$ cat src/rtl/seq_squarer.sv
// rtl/seq_squarer.sv - iterative radix-2 shift-add squarer with valid/ready handshakes
// Optional macro SQR_SIGNED_EN: treat a as two's complement and square its magnitude.
module seq_squarer #(
  parameter int WIDTH = 8
) (
  input  logic                 clk,
  input  logic                 rst,
  input  logic                 in_valid,
  output logic                 in_ready,
  input  logic [WIDTH-1:0]     a,
  output logic                 out_valid,
  input  logic                 out_ready,
  output logic [2*WIDTH-1:0]   y,
  output logic                 busy
);

  localparam int CW = (WIDTH > 2) ? $clog2(WIDTH) : 1;
  localparam logic [CW-1:0] CNT_LAST = CW'(WIDTH - 1);

  typedef enum logic [1:0] {
    S_IDLE = 2'd0,
    S_BUSY = 2'd1,
    S_DONE = 2'd2
  } state_t;

  state_t               r_state;
  logic [CW-1:0]        r_cnt;
  logic [2*WIDTH-1:0]   r_mcand;
  logic [WIDTH-1:0]     r_mplier;
  logic [2*WIDTH-1:0]   r_acc;

  logic [WIDTH-1:0]     w_operand;
  logic [2*WIDTH-1:0]   w_addend;
  logic [2*WIDTH-1:0]   w_acc_next;

`ifdef SQR_SIGNED_EN
  // The most negative value negates to itself, which reads correctly as unsigned 2^(WIDTH-1).
  assign w_operand = a[WIDTH-1] ? (~a + 1'b1) : a;
`else
  assign w_operand = a;
`endif

  assign w_addend   = r_mplier[0] ? (r_mcand << r_cnt) : '0;
  assign w_acc_next = r_acc + w_addend;

  always_ff @(posedge clk) begin
    if (rst) begin
      r_state   <= S_IDLE;
      r_cnt     <= '0;
      r_mcand   <= '0;
      r_mplier  <= '0;
      r_acc     <= '0;
      in_ready  <= 1'b1;
      out_valid <= 1'b0;
      y         <= '0;
      busy      <= 1'b0;
    end else begin
      case (r_state)
        S_IDLE: begin
          if (in_valid) begin
            r_mcand  <= {{WIDTH{1'b0}}, w_operand};
            r_mplier <= w_operand;
            r_acc    <= '0;
            r_cnt    <= '0;
            in_ready <= 1'b0;
            busy     <= 1'b1;
            r_state  <= S_BUSY;
          end
        end
        S_BUSY: begin
          r_acc    <= w_acc_next;
          r_mplier <= r_mplier >> 1;
          r_cnt    <= r_cnt + 1'b1;
          if (r_cnt == CNT_LAST) begin
            y         <= w_acc_next;
            out_valid <= 1'b1;
            busy      <= 1'b0;
            r_state   <= S_DONE;
          end
        end
        S_DONE: begin
          if (out_ready) begin
            out_valid <= 1'b0;
            in_ready  <= 1'b1;
            r_state   <= S_IDLE;
          end
        end
        default: begin
          r_state <= S_IDLE;
        end
      endcase
    end
  end

endmodule
$ cat config.mk
export PLATFORM = sky130hd
export DESIGN_NAME = seq_squarer
export DESIGN_NICKNAME = d
export VERILOG_FILES = /design/src/rtl/seq_squarer.sv
export SDC_FILE = /design/constraint.sdc
export NUM_CORES = 1
export LEC_CHECK = 0
export ABC_AREA = 1
export ABC_CLOCK_PERIOD_IN_PS = 3000
export CAP_MARGIN = 20
export CORE_AREA = 2 2 85 79
export CTS_CLUSTER_DIAMETER = 100
export DETAILED_ROUTE_END_ITERATION = 10
export DIE_AREA = 0 0 87 81
export HOLD_SLACK_MARGIN = 0.06
export MAX_ROUTING_LAYER = met4
export PLACE_DENSITY = 0.84
export SLEW_MARGIN = 20
export SYNTH_ARGS = -nofsm -noshare
export SYNTH_HDL_FRONTEND = slang
export SYNTH_SLANG_ARGS = --single-unit
$ cat constraint.sdc
create_clock -name clk -period 3 [get_ports clk]
set_clock_uncertainty 0.2 [all_clocks]
set_input_delay 0.6 -clock clk [delete_from_list [all_inputs] [get_ports clk]]
set_output_delay 0.6 -clock clk [all_outputs]
set_load 0.02 [all_outputs]
# [Word level (Yosys, flattened, before mapping)]
# Cells that the tools add are included.
[word_totals] word_cells=49 input_bits=12 out_inout_bits=19 ff_bits=56
[classes] n_reduce_logical=11 n_addsub=2 eq_ne=6 mux=20 n_shift=1
[op_table] operator="two-way mux 16 bit" count=2
[op_table] operator="case mux 16 bit (2 select lines)" count=1
[op_table] operator="adder 16 bit" count=1
[op_table] operator="case mux 8 bit (2 select lines)" count=1
[op_table] operator="<< shifter 8 x 3 -> 16 bit" count=1
[op_table] operator="AND reduction 3 bit" count=4
[op_table] operator="two-way mux 8 bit" count=1
[op_table] operator="two-way mux 1 bit" count=6
[op_table] operator="two-way mux 2 bit" count=3
[op_table] operator="inequality test 2 bit, second input constant" count=3
[op_table] operator="case mux 1 bit (2 select lines)" count=3
[op_table] operator="case mux 2 bit (3 select lines)" count=1
[op_table] operator="case mux 3 bit (2 select lines)" count=1
[op_table] operator="AND reduction 2 bit" count=3
[op_table] operator="nonzero test 2 bit" count=3
[op_table] operator="adder 3 x 1 -> 3 bit, second input constant" count=1
[op_table] operator="equality test 3 bit, second input constant" count=1
[op_table] operator="two-way mux 3 bit" count=1
[op_table] operator="equality test 2 x 1 -> 1 bit, second input constant" count=1
[op_table] operator="equality test 2 bit, second input constant" count=1
[op_table] operator="zero test 2 bit" count=1

# [Longest topological paths before layout]
# Gate-level depths: netlist of run 1.
[logic_depth] word_depth=4 depth_mapped=19

# [Worst setup path after synthesis of run 1]
# No wires, ideal clock.
[synth_timing] kind="register -> register" from="register r_cnt[2]" to="register y[14]" path_stages_with_launch=16 setup_time_ps=109 setup_slack_ps=677 n_path_buf=1 t_required_ps=2691 arrival_time_ps=2014 path_cell_list="dfxtp_1 -> or2_2 -> clkbuf_1 -> nor2_1 -> ha_1 -> fa_1 -> nand2_1 -> nand2_1 -> nand3_1 -> nand2_1 -> nand2_1 -> nand3_1 -> nand2_1 -> nand2_1 -> nand2_1 -> inv_1"
[synth_between] elab_chain_cells=3 word_cells_on_any_way=5
[synth_rtl] item="from (decl)" line_no="27" source="logic [CW-1:0] r_cnt;"
[synth_rtl] item="from (signal assigned)" line_no="73" source="r_cnt <= r_cnt + 1'b1;"
[synth_rtl] item="<< shifter 8 x 3 -> 16 bit" line_no="43" source="assign w_addend = r_mplier[0] ? (r_mcand << r_cnt) : '0;"
[synth_rtl] item="two-way mux 16 bit" line_no="43"
[synth_rtl] item="adder 16 bit" line_no="44" source="assign w_acc_next = r_acc + w_addend;"
[synth_rtl] item="to (signal assigned)" line_no="75" source="y <= w_acc_next;"
[synth_rtl] item="to (decl)" line_no="13" source="output logic [2*WIDTH-1:0] y,"
# Parallel ways exist; a longest one is shown, timed or not.
# A chain may end at the register's enable or synchronous reset.

# [Worst setup path after layout of run 1]
[layout_timing] from="register r_cnt[0]" to="register y[10]"
# Same word-level chain as after synthesis.

==> results of run 1 <==
## per-layer routing
metal / global-route usage / part of all wire / up-vias
met5: - / 0 / -
met4: 0.0531 / 0.012 / 0
met3: 0.0346 / 0.034 / 12
met2: 0.384 / 0.47 / 75
met1: 0.320 / 0.48 / 1429
li1: - / - / 1616
## stage by stage
step,cells,worst slack [ns],power [mW],hold WS (ns),area [um^2]
2_1_floorplan,495,0.677,0.937,0.239,3250
3_3_place_gp,586,0.228,0.988,0.248,3580
3_5_place_dp,586,0.153,0.993,0.255,3580
4_1_cts,594,0.109,1.44,0.275,3670
5_1_grt,594,0.0272,1.49,0.289,3670
6_report,594,0.226,1.43,0.276,3670
## worst max path at each step
| stage | startpoint | to | depth (start not counted) | slack [ns] |
|---|---|---|---|---|
| global route | r_cnt[0]$_SDFFE_PP0P_ | y[10]$_SDFFE_PP0P_ | 15 | 0.03 |
| CTS | r_cnt[0]$_SDFFE_PP0P_ | y[10]$_SDFFE_PP0P_ | 15 | 0.11 |
| global placement | r_cnt[0]$_SDFFE_PP0P_ | y[10]$_SDFFE_PP0P_ | 15 | 0.23 |
| floorplan | r_cnt[2]$_SDFFE_PP0P_ | y[14]$_SDFFE_PP0P_ | 15 | 0.68 |
| detailed placement | r_cnt[0]$_SDFFE_PP0P_ | y[10]$_SDFFE_PP0P_ | 15 | 0.15 |
| finish | r_cnt[0]$_SDFFE_PP0P_ | y[10]$_SDFFE_PP0P_ | 15 | 0.23 |
## registers in the layout, indices dropped and copies added (netlist names)
signal	cells
r_acc	16
r_mplier	8
out_valid	1
r_cnt	3
busy	1
r_state	2
y	16
r_mcand	8
in_ready	1
## worst reg2reg max path: stages (launching register included)
cell,delay (ns)
dfxtp_2,0.47
inv_1,0.14
nand2_1,0.07
o21ai_0,0.11
o21ai_0,0.27
nor2_1,0.11
ha_1,0.36
or2_1,0.23
nand3_1,0.09
nand2_1,0.13
nand2_1,0.12
nand2_1,0.05
nand2_1,0.07
nand2_1,0.10
a21o_1,0.17
inv_1,0.04
## synthesized netlist by cell type
| cell type | instances |
|---|---|
| nand2_1 | 172 |
| inv_1 | 59 |
| dfxtp_1 | 56 |
| a21oi_1 | 39 |
| nor2_1 | 30 |
| o21ai_0 | 27 |
| nand3_1 | 22 |
| ha_1 | 17 |
| clkbuf_1 | 8 |
| a31oi_1 | 7 |
| o22ai_1 | 7 |
| buf_2 | 6 |
| o21bai_1 | 6 |
| xor2_1 | 6 |
| o21a_1 | 5 |
| o21ai_1 | 5 |
| inv_2 | 3 |
| nor3_1 | 3 |
| a21o_1 | 2 |
| buf_4 | 2 |
| buf_6 | 2 |
| or2_1 | 2 |
| fa_1 | 1 |
| inv_4 | 1 |
| mux2i_1 | 1 |
| nand2_2 | 1 |
| nand3b_1 | 1 |
| nor2_4 | 1 |
| nor2_8 | 1 |
| or2_2 | 1 |
| xnor2_1 | 1 |
## what timing repair did
| item | in CTS | in global routing |
|---|---|---|
| setup buffers | 0 | 0 |
| endpoints found under the setup margin | 0 | 20 |
| gates resized for setup | 0 | 2 |
## kinds of logic (layout without fill, tap and decap cells)
family / Yosys count / in the layout / share of synthesized area
xor gates and xnor gates: 7 / 7 / 0.0189
muxes: 1 / 1 / 0.00308
DFF: 56 / 56 / 0.345
buffers and inverters: 81 / 105 / 0.104
and+or+nand+nor: 234 / 234 / 0.291
adders and majority gates: 18 / 18 / 0.0716
AOI/OAI and AO/OA: 98 / 98 / 0.166
## power groups by stage
| stage | Clock, mW | Combinational (mW) | Sequential (mW) |
|---|---|---|---|
| 6_report | 0.450 | 0.189 | 0.792 |
| 2_1_floorplan | 0 | 0.135 | 0.802 |
| 5_1_grt | 0.485 | 0.210 | 0.795 |
| 3_5_place_dp | 0 | 0.185 | 0.808 |
| 3_3_place_gp | 0 | 0.182 | 0.806 |
| 4_1_cts | 0.458 | 0.187 | 0.791 |
## cell type report
| cell class | count | share of cell area |
|---|---|---|
| Multi-Input combinational cell | 358 | 0.488 |
| Timing Repair Buffer | 34 | 0.0899 |
| Tap cell | 75 | 0.0256 |
| Clock buffer | 5 | 0.0187 |
| Clock inverter | 3 | 0.00681 |
| Inverter | 63 | 0.0651 |
| Sequential cell | 56 | 0.306 |
==> results_dict.tcl, run 1 <==
set metrics [dict create \
    synth_largest_area_cell "dfxtp_1" \
    cp.required_ns 3.06 \
    arrival_ns 2.84 \
    globalplace.congestion 0.927 \
    rr_endpoint "y[10]$_SDFFE_PP0P_" \
    peakVddDrop_uv 269 \
    ff2ff_path_depth 15 \
    utilization 0.586 \
    p_switching_mw 0.422 \
    synth-seq-area-share 0.345 \
    wire_per_inst_um 13.0 \
    antenna_found_initial 0 \
    rows 28 \
    nFillCells 570 \
    path_clk_slew_ns 0.12 \
    cts.sinks 56 \
    first_pass_iters 5 \
    synthToLayoutAreaGrowth_pct 13.0 \
    cts_made_buffers 5 \
    critPathMaxStageDelay_ns 0.47 \
    cts_hold_buffers 0 \
    rsz0062_at_grt "false" \
    num-nets-final 548 \
    final.min_clock_period_ns 2.77 \
    crit_family "simple AND/OR/NAND/NOR gates" \
    hold_depth 2 \
    synth_area_um2 3250 \
    vias_per_cell 5.27 \
    clock_path_buffers 2 \
    power_density_nw_per_um2 390 \
    maxCapViolCount 0 \
    tightest_slew_ns 0.387 \
    gr-total-overflow 0 \
    multi_input_area_um2 1790 \
    ant_nets 0 \
    track_usage 0.239 \
    cp_cell_sequence "inv_1 > nand2_1 > o21ai_0 > o21ai_0 > nor2_1 > ha_1 > or2_1 > nand3_1 > nand2_1 > nand2_1 > nand2_1 > nand2_1 > nand2_1 > a21o_1 > inv_1" \
    hold-path-endpoint "y[0]$_SDFFE_PP0P_" \
    crit_fanout 14 \
    start_util 0.518 \
    synth.avg_cell_area_um2 6.56 \
    clk_latency_ns 0.31 \
    p_int_mw 1.01 \
    clkPwrFrac 0.314 \
    slew_viol_final 0 \
    regArea_um2 1120 \
    path_buf_inv 2 \
    fin_setup_tns_ns 0 \
    place_hpwl_um 5620 \
    p_sw_frac 0.295 \
    crit_path_end_kind "register" \
    wirelength_um 7720 \
    synth.distinct_cells 31 \
    r2r_setup_slack_ns 0.23 \
    die_w_um 87 \
    path_common_cell "nand2_1" \
    hold_viol 0 \
    vias 3132 \
    yosysTopAreaCellShare 0.345 \
    critical_path_class "reg2reg" \
    die_y_um 81 \
    cts_max_level 2 \
    grt_pass1_wl_um 13000 \
    cts_root_buffer "clkbuf_8" \
    yosys_warnings 0 \
    synthTopCellsByArea "dfxtp_1 (35%), nand2_1 (20%), inv_1 (6.8%)" \
    port_buffers 30 \
    status "complete, no violations" \
    die-area_um2 7050 \
    combPwrFrac 0.132 \
    fmax_mhz 360 \
    most-common-layout-cells "nand2_1 (172), inv_1 (59), dfxtp_1 (54)" \
    synth_nets 525 \
    final_common_cell "nand2_1" \
    hold_class "reg2reg" \
    grt_max_degree 28 \
    drive_above_1_share 0.0424 \
    drtIter0Drc 167 \
    p_leak_nw 1.80 \
    crit_path_start_kind "register" \
    min_from "y[0]$_SDFFE_PP0P_" \
    drc_errors 0 \
    cp_slowest_cell "dfxtp_2" \
    r2r_start "r_cnt[0]$_SDFFE_PP0P_" \
    antennaDiodeCount 0 \
    syn_inst 495 \
    cts_tree "yes" \
    period_share 0.925 \
    p_seq_frac 0.553 \
    io_pins 31 \
    coreArea_um2 6270 \
    finalSetupViolations 0 \
    maxSlewHeadroom 0.739 \
    grt_pass1_vias 2875 \
    ys_ff_latch 56 \
]
Note: power is estimated with default switching activity, not from simulation.
==> run 2: changes to the inputs <==
CELL_PAD_IN_SITES_DETAIL_PLACEMENT = 0   (was not set)
CELL_PAD_IN_SITES_GLOBAL_PLACEMENT = 1   (was not set)
CORE_AREA = 2 2 97 90   (was 2 2 85 79)
DIE_AREA = 0 0 99 92   (was 0 0 87 81)
PLACE_DENSITY = 0.88   (was 0.84)
==> run 2 against run 1 <==
Effect of this change:
- sequential share of layout area is 0.41 points lower
- die area up 29%
- routed wire length fell by 0.80%
- highest routed layer unchanged
==> results_dict.tcl, run 2 (synthesis results as in run 1) <==
set metrics [dict create \
    rsz0062_at_grt "false" \
    maxCapViolCount 0 \
    port_buffers 30 \
    vias 3030 \
    die_y_um 92 \
    regArea_um2 1120 \
    crit_fanout 12 \
    clock_path_buffers 2 \
    multi_input_area_um2 1790 \
    most-common-layout-cells "nand2_1 (172), inv_1 (59), dfxtp_1 (56)" \
    hold_viol 0 \
    grt_pass1_vias 2806 \
    status "complete, no violations" \
    p_leak_nw 1.80 \
    globalplace.congestion 0.926 \
    drive_above_1_share 0.0404 \
    die-area_um2 9110 \
    crit_path_end_kind "register" \
    gr-total-overflow 0 \
    num-nets-final 549 \
    peakVddDrop_uv 228 \
    grt_max_degree 28 \
    cts_max_level 2 \
    crit_path_start_kind "register" \
    wire_per_inst_um 12.3 \
    place_hpwl_um 5580 \
    ant_nets 0 \
    drtIter0Drc 216 \
    cts_made_buffers 5 \
    coreArea_um2 8210 \
    largestRegisters "r_acc (16), y (16)" \
    cts_tree "yes" \
    cp.required_ns 3.03 \
    power_density_nw_per_um2 386 \
    maxSlewHeadroom 0.746 \
    synthToLayoutAreaGrowth_pct 14.3 \
    finalSetupViolations 0 \
    arrival_ns 2.75 \
    first_pass_iters 4 \
    post_cts_buffers 0 \
    rows 32 \
    fmax_mhz 367 \
    tightest_slew_ns 0.380 \
    cts_root_buffer "clkbuf_8" \
    track_usage 0.181 \
    hold_class "reg2reg" \
    drc_errors 0 \
    slew_viol_final 0 \
    io_pins 31 \
    vias_per_cell 4.87 \
    critical_path_class "reg2reg" \
    final.min_clock_period_ns 2.72 \
    p_total_mw 1.43 \
    cts_hold_buffers 0 \
    die_w_um 99 \
    antenna_found_initial 0 \
    fin_setup_tns_ns 0 \
    grt_pass1_wl_um 13200 \
    antennaDiodeCount 0 \
    nFillCells 856 \
    start_util 0.396 \
    final_common_cell "nand2_1" \
    period_share 0.908 \
    path_clk_slew_ns 0.11 \
    ctsResizeCount 0 \
    clk_latency_ns 0.32 \
    cts.sinks 56 \
    wirelength_um 7660 \
]
[run 2: per-stage QoR]
step / hold WS, ns / setup slack, ns / instance area, um^2 / cells / util
after global placement: 0.246 / 0.326 / 3620 / 614 / 0.441
after detailed placement: 0.254 / 0.341 / 3620 / 614 / 0.441
after CTS: 0.276 / 0.317 / 3710 / 622 / 0.452
after floorplan: 0.239 / 0.677 / 3250 / 495 / -
after global routing: 0.298 / 0.0155 / 3710 / 622 / 0.452
final: 0.270 / 0.276 / 3710 / 622 / 0.452
[run 2: worst paths after layout]
path / endpoint / start / slack, ns / cells past startpoint
hold / removal: y[1]$_SDFFE_PP0P_ / y[1]$_SDFFE_PP0P_ / 0.27 / 2
hold reg to reg: y[1]$_SDFFE_PP0P_ / y[1]$_SDFFE_PP0P_ / 0.27 / 2
setup / recovery: y[14]$_SDFFE_PP0P_ / r_cnt[1]$_SDFFE_PP0P_ / 0.28 / 13
setup reg to reg: y[14]$_SDFFE_PP0P_ / r_cnt[1]$_SDFFE_PP0P_ / 0.28 / 13
[run 2: critical path: stages (launching register included)]
cell,delay (ns)
dfxtp_1,0.54
inv_1,0.20
o21ai_0,0.32
nor2_1,0.10
ha_1,0.35
or2_1,0.22
nand3_1,0.08
nand2_1,0.14
nand2_1,0.15
nand3_1,0.11
nand2_1,0.08
nand2_1,0.05
nand2_1,0.06
inv_1,0.03
[run 2: per-layer routing]
| layer | part of all wire | track usage | vias to the layer above | wire [um] |
|---|---|---|---|---|
| met4 | 0.0080 | 0.0411 | 0 | 61 |
| met2 | 0.45 | 0.286 | 44 | 3450 |
| met5 | 0 | - | - | 0 |
| met1 | 0.51 | 0.251 | 1357 | 3910 |
| met3 | 0.031 | 0.0206 | 5 | 237 |
| li1 | - | - | 1624 | - |
[run 2: area by class of cell]
class / count / area share
clock buffers: 5 / 0.0185
clock inverters: 3 / 0.00741
inverters: 63 / 0.0644
multi-input cells: 358 / 0.482
flip-flops and latches: 56 / 0.302
well taps: 102 / 0.0344
repair buffers: 35 / 0.0910
[run 2: report_power, final]
| group | leakage, nW | internal [mW] | total [mW] | switching (mW) |
|---|---|---|---|---|
| clock network | 0.0463 | 0.172 | 0.454 | 0.281 |
| logic | 1.30 | 0.0675 | 0.192 | 0.124 |
| registers | 0.456 | 0.770 | 0.788 | 0.0176 |
==> run 3: changes to the inputs <==
RECOVER_POWER = 50   (was not set)
SLEW_MARGIN = not set   (was 20)
==> run 3 against run 2 <==
Effect of this change:
- critical endpoint unchanged
- sequential power is essentially flat
- largest cell class unchanged
- combinational power shrank 2%
- sequential share of layout area grew 0.082 points
==> results_dict.tcl, run 3 (synthesis results as in run 1) <==
set metrics [dict create \
    ctsResizeCount 0 \
    grt_pass1_wl_um 13200 \
    drive_above_1_share 0.0327 \
    crit_fanout 12 \
    most-common-layout-cells "nand2_1 (173), inv_1 (60), dfxtp_1 (56)" \
    utilization 0.451 \
    rows 32 \
    antennaDiodeCount 0 \
    io_pins 31 \
    clock_path_buffers 2 \
    cp.required_ns 3.03 \
    final_design_area_no_fill_um2 3700 \
    path_clk_slew_ns 0.11 \
    clk_latency_ns 0.31 \
    die-area_um2 9110 \
    crit_path_end_kind "register" \
    grt_pass1_vias 2806 \
    maxSlewHeadroom 0.410 \
    coreArea_um2 8210 \
    hold_viol 0 \
    hold_class "reg2reg" \
    pre_cts_slack_ns 0.341 \
    final.min_clock_period_ns 2.72 \
    vias_per_cell 4.89 \
    cts.sinks 56 \
    tightest_slew_ns 0.885 \
    drc_errors 0 \
    synthToLayoutAreaGrowth_pct 14.0 \
    track_usage 0.181 \
    grt_max_degree 28 \
    cts_max_level 2 \
    dp.cells 614 \
    dr_wl_met3_um 209 \
    holdWs_ns 0.265 \
    wirelength_um 7630 \
    cts_root_buffer "clkbuf_8" \
    nFillCells 861 \
    vias 3043 \
    rsz0062_at_grt "false" \
    gr-total-overflow 0 \
    cts_hold_buffers 0 \
    critical_path_class "reg2reg" \
    setup_slack_ns 0.282 \
    cts_tree "yes" \
    drtIter0Drc 213 \
    place_hpwl_um 5580 \
    start_util 0.396 \
    finalNonFillerCells 622 \
    finalSetupViolations 0 \
    maxCapViolCount 0 \
    globalplace.congestion 0.926 \
    wl_met1_um 3920 \
    slew_viol_final 0 \
    routed.top_layer "met4" \
    wire_per_inst_um 12.3 \
    peakVddDrop_uv 228 \
    post_cts_buffers 0 \
    ant_nets 0 \
    cts_made_buffers 5 \
    largestRegisters "r_acc (16), y (16)" \
    p_leak_nw 1.84 \
    die_y_um 92 \
    status "complete, no violations" \
    first_pass_iters 4 \
    dpl_cell_area_um2 3620 \
    die_w_um 99 \
    crit_path_start_kind "register" \
    period_share 0.906 \
    fin_setup_tns_ns 0 \
    power_density_nw_per_um2 386 \
    fmax_mhz 368 \
    num-nets-final 549 \
    final_common_cell "nand2_1" \
    p_total_mw 1.43 \
    routed-wl-met2_um 3460 \
    antenna_found_initial 0 \
    port_buffers 30 \
    arrival_ns 2.74 \
]
## run 3: changes by cell type in the layout (fill, tap and decap cells not counted)
cell             delta
nand2_1             +1
dlygate4sd3_1      +17
clkbuf_1            +2
inv_2               -1
nand2_2             -1
inv_1               +1
clkdlybuf4s50_1    -17
buf_4               -2
## run 3: final timing paths
| path | from | end | slack (ns) | cells past startpoint |
|---|---|---|---|---|
| setup / recovery | r_cnt[1]$_SDFFE_PP0P_ | y[14]$_SDFFE_PP0P_ | 0.28 | 13 |
| hold / removal | in_ready$_SDFFE_PP1P_ | in_ready$_SDFFE_PP1P_ | 0.26 | 2 |
| setup reg to reg | r_cnt[1]$_SDFFE_PP0P_ | y[14]$_SDFFE_PP0P_ | 0.28 | 13 |
| hold reg to reg | in_ready$_SDFFE_PP1P_ | in_ready$_SDFFE_PP1P_ | 0.26 | 2 |
## run 3: critical path: stages, from the launching register on
cell	delay [ns]
dfxtp_1	0.53
inv_1	0.20
o21ai_0	0.32
nor2_1	0.10
ha_1	0.35
or2_1	0.22
nand3_1	0.08
nand2_1	0.14
nand2_1	0.15
nand3_1	0.11
nand2_1	0.08
nand2_1	0.05
nand2_1	0.06
inv_1	0.03
## run 3: power breakdown
group / switching, mW / internal (mW)
Sequential: 0.0175 / 0.770
Clock: 0.279 / 0.172
Combinational: 0.124 / 0.0643
## run 3: layout make-up
cell class,count,area [um^2],share of cell area
Tap cell,102,128,0.0345
Clock buffer,5,68.8,0.0186
Sequential cell,56,1120,0.303
Multi-Input combinational cell,358,1790,0.483
Inverter,63,239,0.0645
Timing Repair Buffer,35,330,0.0892
Clock inverter,3,27.5,0.00743
## run 3: metal layers
| layer | global-route usage | up-vias |
|---|---|---|
| met3 | 0.0206 | 2 |
| met2 | 0.286 | 46 |
| li1 | - | 1624 |
| met1 | 0.251 | 1371 |
| met5 | - | - |
| met4 | 0.0411 | 0 |
